$ cat src/rtl/tub_scan_ctrl.sv
// tub_scan_ctrl: time-multiplexed seven-segment scanner for common-anode
// digit boards. One active-low digit enable at a time, a configurable dwell
// per digit, an optional all-dark gap between digits against ghosting, and a
// one-cycle frame_done pulse each time the scan wraps back to digit 0.
// All outputs come straight from flops so the board pins never glitch.
module tub_scan_ctrl #(
  parameter int DIGITS      = 8,
  parameter int SCAN_CYCLES = 200000,
  parameter int GAP_CYCLES  = 2000,
  parameter int CNT_W       = 26
) (
  input  logic                       clk,
  input  logic                       rst_n,
  input  logic                       start,
  input  logic                       stop,
  input  logic [4*DIGITS-1:0]        digit_data,
  input  logic [DIGITS-1:0]          dp_mask,
  input  logic [DIGITS-1:0]          blank_mask,
  output logic [DIGITS-1:0]          led_en,
  output logic [7:0]                 led_seg,
  output logic [$clog2(DIGITS)-1:0]  scan_idx,
  output logic                       frame_done
);

  localparam int IDX_W = $clog2(DIGITS);
  localparam logic [IDX_W-1:0] IDX_LAST  = IDX_W'(DIGITS - 1);
  localparam logic [CNT_W-1:0] SCAN_LAST = CNT_W'(SCAN_CYCLES - 1);
  localparam logic [CNT_W-1:0] GAP_LAST  = CNT_W'((GAP_CYCLES > 0) ? GAP_CYCLES - 1 : 0);
  localparam bit               HAS_GAP   = (GAP_CYCLES > 0);

  typedef enum logic [1:0] {
    S_IDLE = 2'd0,
    S_ON   = 2'd1,
    S_GAP  = 2'd2
  } state_t;

  state_t            state_q, state_d;
  logic [CNT_W-1:0]  cnt_q, cnt_d;
  logic [IDX_W-1:0]  idx_q, idx_d, idx_nxt;
  logic [DIGITS-1:0] en_q, en_d;
  logic [7:0]        seg_q, seg_d;
  logic              fd_q, fd_d;
  logic              load;
  logic [IDX_W-1:0]  load_idx;

  // Hex nibble to active-low {g,f,e,d,c,b,a}.
  function automatic logic [6:0] hex_decode(input logic [3:0] nib);
    logic [6:0] s;
    case (nib)
      4'h0: s = 7'h40;
      4'h1: s = 7'h79;
      4'h2: s = 7'h24;
      4'h3: s = 7'h30;
      4'h4: s = 7'h19;
      4'h5: s = 7'h12;
      4'h6: s = 7'h02;
      4'h7: s = 7'h78;
      4'h8: s = 7'h00;
      4'h9: s = 7'h10;
      4'hA: s = 7'h08;
      4'hB: s = 7'h03;
      4'hC: s = 7'h46;
      4'hD: s = 7'h21;
      4'hE: s = 7'h06;
      default: s = 7'h0E;
    endcase
    return s;
  endfunction

  // Digit enables for a slot: one bit low, or all high when the digit is blanked.
  function automatic logic [DIGITS-1:0] slot_en(input logic [IDX_W-1:0] idx,
                                                input logic blank);
    logic [DIGITS-1:0] en;
    en = '1;
    if (!blank) en[idx] = 1'b0;
    return en;
  endfunction

  // Segment code for a slot; a blanked digit keeps every segment dark too.
  function automatic logic [7:0] slot_seg(input logic [3:0] nib,
                                          input logic dp,
                                          input logic blank);
    logic [7:0] s;
    if (blank) s = 8'hFF;
    else       s = {~dp, hex_decode(nib)};
    return s;
  endfunction

  // State, counter, index and registered pin drivers.
  always_ff @(posedge clk or negedge rst_n) begin
    if (!rst_n) begin
      state_q <= S_IDLE;
      cnt_q   <= '0;
      idx_q   <= '0;
      en_q    <= '1;
      seg_q   <= 8'hFF;
      fd_q    <= 1'b0;
    end else begin
      state_q <= state_d;
      cnt_q   <= cnt_d;
      idx_q   <= idx_d;
      en_q    <= en_d;
      seg_q   <= seg_d;
      fd_q    <= fd_d;
    end
  end

  // Next-state logic; the digit's nibble/dp/blank are sampled only on slot entry.
  always_comb begin
    idx_nxt  = (idx_q == IDX_LAST) ? '0 : idx_q + IDX_W'(1);
    state_d  = state_q;
    cnt_d    = cnt_q + CNT_W'(1);
    idx_d    = idx_q;
    en_d     = en_q;
    seg_d    = seg_q;
    fd_d     = 1'b0;
    load     = 1'b0;
    load_idx = idx_nxt;

    if (stop) begin
      state_d = S_IDLE;
      cnt_d   = '0;
      idx_d   = '0;
      en_d    = '1;
      seg_d   = 8'hFF;
    end else begin
      case (state_q)
        S_IDLE: begin
          cnt_d = '0;
          if (start) begin
            state_d  = S_ON;
            idx_d    = '0;
            load     = 1'b1;
            load_idx = '0;
          end
        end
        S_ON: begin
          if (cnt_q == SCAN_LAST) begin
            cnt_d = '0;
            if (HAS_GAP) begin
              state_d = S_GAP;
              en_d    = '1;
              seg_d   = 8'hFF;
            end else begin
              idx_d = idx_nxt;
              load  = 1'b1;
              fd_d  = (idx_q == IDX_LAST);
            end
          end
        end
        S_GAP: begin
          if (cnt_q == GAP_LAST) begin
            state_d = S_ON;
            cnt_d   = '0;
            idx_d   = idx_nxt;
            load    = 1'b1;
            fd_d    = (idx_q == IDX_LAST);
          end
        end
        default: begin
          state_d = S_IDLE;
          cnt_d   = '0;
          idx_d   = '0;
          en_d    = '1;
          seg_d   = 8'hFF;
        end
      endcase
    end

    if (load) begin
      en_d  = slot_en(load_idx, blank_mask[load_idx]);
      seg_d = slot_seg(digit_data[{load_idx, 2'b00} +: 4], dp_mask[load_idx],
                       blank_mask[load_idx]);
    end
  end

  assign led_en     = en_q;
  assign led_seg    = seg_q;
  assign scan_idx   = idx_q;
  assign frame_done = fd_q;

endmodule
$ cat config.mk
export PLATFORM = sky130hd
export DESIGN_NAME = tub_scan_ctrl
export DESIGN_NICKNAME = d
export VERILOG_FILES = /design/src/rtl/tub_scan_ctrl.sv
export SDC_FILE = /design/constraint.sdc
export NUM_CORES = 1
export LEC_CHECK = 0
export BUFFER_PORTS_ARGS = -buffer_cell sky130_fd_sc_hd__buf_2
export CAP_MARGIN = 20
export CORE_UTILIZATION = 50
export CTS_BUF_LIST = sky130_fd_sc_hd__clkbuf_16
export DETAILED_ROUTE_END_ITERATION = 12
export PLACE_DENSITY = 0.85
export SLEW_MARGIN = 20
export SYNTH_ARGS = -nofsm -noshare
export SYNTH_HDL_FRONTEND = slang
export SYNTH_SLANG_ARGS = --single-unit
$ cat constraint.sdc
create_clock -name clk -period 4.05 [get_ports clk]
set_clock_uncertainty 0.2 [all_clocks]
set_input_delay 0.6075 -clock clk [delete_from_list [all_inputs] [get_ports clk]]
set_output_delay 0.6075 -clock clk [all_outputs]
set_load 0.01 [all_outputs]
==> flow_metrics.tcl <==
set metrics [dict create \
    cts_tree "done" \
    status "finished clean" \
    die_w_um 80.7 \
    hold_viol 0 \
    core_area_sq_um 5960 \
    synth_area_sq_um 3100 \
    drt_first_pass_iters 5 \
    netlist.area_leader.share_pct 25.8 \
    portBuffers 71 \
    mappedNetlistNets 407 \
    clock_sinks 48 \
    synthCells 341 \
    grt_antenna_before_repair 0 \
    viasPerCell 5.79 \
    grt_overflow 0 \
    r2r_end "led_seg[5]" \
    cts_root_buf "clkbuf_16" \
    dp_slack_ns 0.614 \
    pin_count 72 \
    crit_type "reg2reg" \
    fin_nets 475 \
    n_antenna_cell 0 \
    clock_path_buffers 2 \
    setup_viol 0 \
    gp_congestion 0.905 \
    htreeDepth 2 \
    place_inst 477 \
    multiInputGateArea_sq_um 1750 \
    rsz0062_at_grt "no" \
    cp_max_fo 14 \
    rr_worst_depth 14 \
    maxSlewHeadroom_pct 32.3 \
    die_y_um 80.7 \
    start_kind "register" \
    grt_max_degree 49 \
    hold_path.class "in2async" \
    setup_ws_ns 0.503 \
    arrival_ns 3.57 \
    cts_setup_buffers 0 \
    p_total_uw 1530 \
    cts_buffers 5 \
    ir_drop_uv 230 \
    period_minus_slack_ns 3.55 \
    die-area_sq_um 6510 \
    ys_ff_latch 48 \
    worstPathRequired_ns 4.08 \
    wl_per_cell_um 15.8 \
    first_global_vias 2679 \
    antenna_left 0 \
    rrSetupSlack_ns 0.50 \
    drive_above_1_share_pct 29.0 \
    yosys.area.top_type "dfrtp_1" \
    leakage_uw 0.00157 \
    clk_pin_slew_ns 0.06 \
    grt_pass1_wl_mm 12.1 \
    synth.area.top_cells "dfrtp_1 26%, dfstp_2 14%, nor2_1 6.8%, ha_1 5.7%, xnor2_1 3.7%" \
    start_util_pct 52.0 \
    fin_util_pct 61.4 \
    tns_ns 0 \
    max_freq_mhz 282 \
    fin_crit_sh_pct 87.6 \
    synthArstFlopShare_pct 100 \
    crit_path_end "led_seg[5]" \
    max_cap_viol_count 0 \
    routed_wl_mm 7.69 \
    grt_usage_pct 24.1 \
    worst_slew_pin_slew_ns 1.01 \
    ys_warn_count 0 \
    fillCellCount 508 \
    r2r-start "scan_idx[0]" \
    regArea_sq_um 1220 \
    syn_to_final_growth_pct 18.0 \
    ys.flop_type "dfrtp_1" \
    dp_hpwl_mm 5.68 \
    final_cells 485 \
    hold_buffers 0 \
    clk_latency_ns 0.29 \
    syn_avg_cell_area_sq_um 9.08 \
    synth_edf_count 0 \
    initialDrtViolationCount 147 \
    synth.distinct_cells 62 \
    powerDensity_nw_per_um2 418 \
    endpoint_kind "register" \
    ys_seq_area_share_pct 39.4 \
    num_vias 2806 \
    critPathLaunch "scan_idx[0]" \
    drv_slew 0 \
    drc 0 \
    rows 28 \
    post_cts_resized 0 \
]
power by group:
| part | total (uW) | switching [uW] | leakage, uW | internal (uW) |
|---|---|---|---|---|
| Sequential | 553 | 24.5 | 0.000614 | 529 |
| Clock | 463 | 176 | 0.0000789 | 287 |
| Combinational | 513 | 310 | 0.000875 | 202 |
worst max-delay path, cell delays in order, from the launching register on:
cell and delay, ns:
dfrtp_1 0.47, ha_1 0.24, ha_1 0.26, nor2_2 0.57, nand3_1 0.29, o21ai_0 0.27
a211oi_1 0.07, buf_4 0.17, inv_1 0.10, ha_1 0.15, inv_1 0.06, nor3_1 0.26
o21bai_1 0.16, a221oi_1 0.10, nor2_1 0.11
cell type report:
type	instances	area share, %
clock inverters	3	1.03
multi-input cells	267	47.7
inverters	12	1.23
clock buffers	5	3.42
well taps	75	2.57
flip-flops and latches	48	33.4
repair buffers	75	10.6
synthesized netlist by cell type, drive strengths merged, types with 5 or more instances:
cell type / count
a21oi: 17
a31oi: 5
and3: 8
and4: 5
buf: 8
clkbuf: 6
dfrtp: 32
dfstp: 16
ha: 14
inv: 12
mux2i: 8
nand2: 27
nand3: 16
nand4: 8
nor2: 58
nor3: 10
o21ai: 11
xnor2: 13
xor2: 11
state kept, by name, summed over array words and instances, names as in the netlist:
register / cells
cnt_q: 26
frame_done: 1
led_en: 8
led_seg: 8
scan_idx: 3
state_q: 2
how the worst min path moves through the flow:
stage              from  cells after the start  slack, ns        end
2_1_floorplan     rst_n                      0       0.11   cnt_q[0]
3_3_place_gp   cnt_q[0]                      1       0.27   cnt_q[0]
3_5_place_dp   cnt_q[0]                      1       0.29   cnt_q[0]
4_1_cts        cnt_q[0]                      1       0.30   cnt_q[0]
5_1_grt           rst_n                      1       0.19   cnt_q[9]
6_report          rst_n                      1       0.13  cnt_q[25]
per-stage QoR:
stage | hold WS (ns) | area [sq um]
after detailed placement | 0.287 | 3490
after global placement | 0.271 | 3490
final | 0.134 | 3660
after global routing | 0.186 | 3660
after CTS | 0.296 | 3650
after floorplan | 0.112 | 3100
per-layer routing:
metal / vias up / wire (um) / GRT usage [%]
met5: - / 0 / 0
li1: 1338 / - / -
met4: 0 / 163 / 7.86
met3: 20 / 612 / 5.45
met1: 1316 / 3240 / 29.0
met2: 132 / 3670 / 42.4
cells in the final DEF, fill, tap and decap left out, types with 3 or more instances in the layout:
master     instances
nor4_1             3
o22a_1             3
and4_1             5
nor2_1            56
o21ai_0           11
xnor2_1           13
nand4_1            8
a21oi_1           16
nor2b_1            4
mux2_2             4
and3_1             8
xor2_1            11
buf_4              5
nor3_1             8
buf_2             70
a31oi_1            5
nand2_1           27
inv_1             12
dfstp_2           16
nand3_1           16
dfrtp_1           32
o211ai_1           3
ha_1              14
mux2i_1            8
clkbuf_16          5
or3_1              3
logic make-up after synthesis:
logic type	share of synthesized area, %
and+or+nand+nor	26.9
AOI/OAI and AO/OA	12.2
DFF	39.4
buffers and inverters	4.24
xor gates and xnor gates	6.79
adders and majority gates	5.65
muxes	4.77
(Power assumes the default switching activity.)
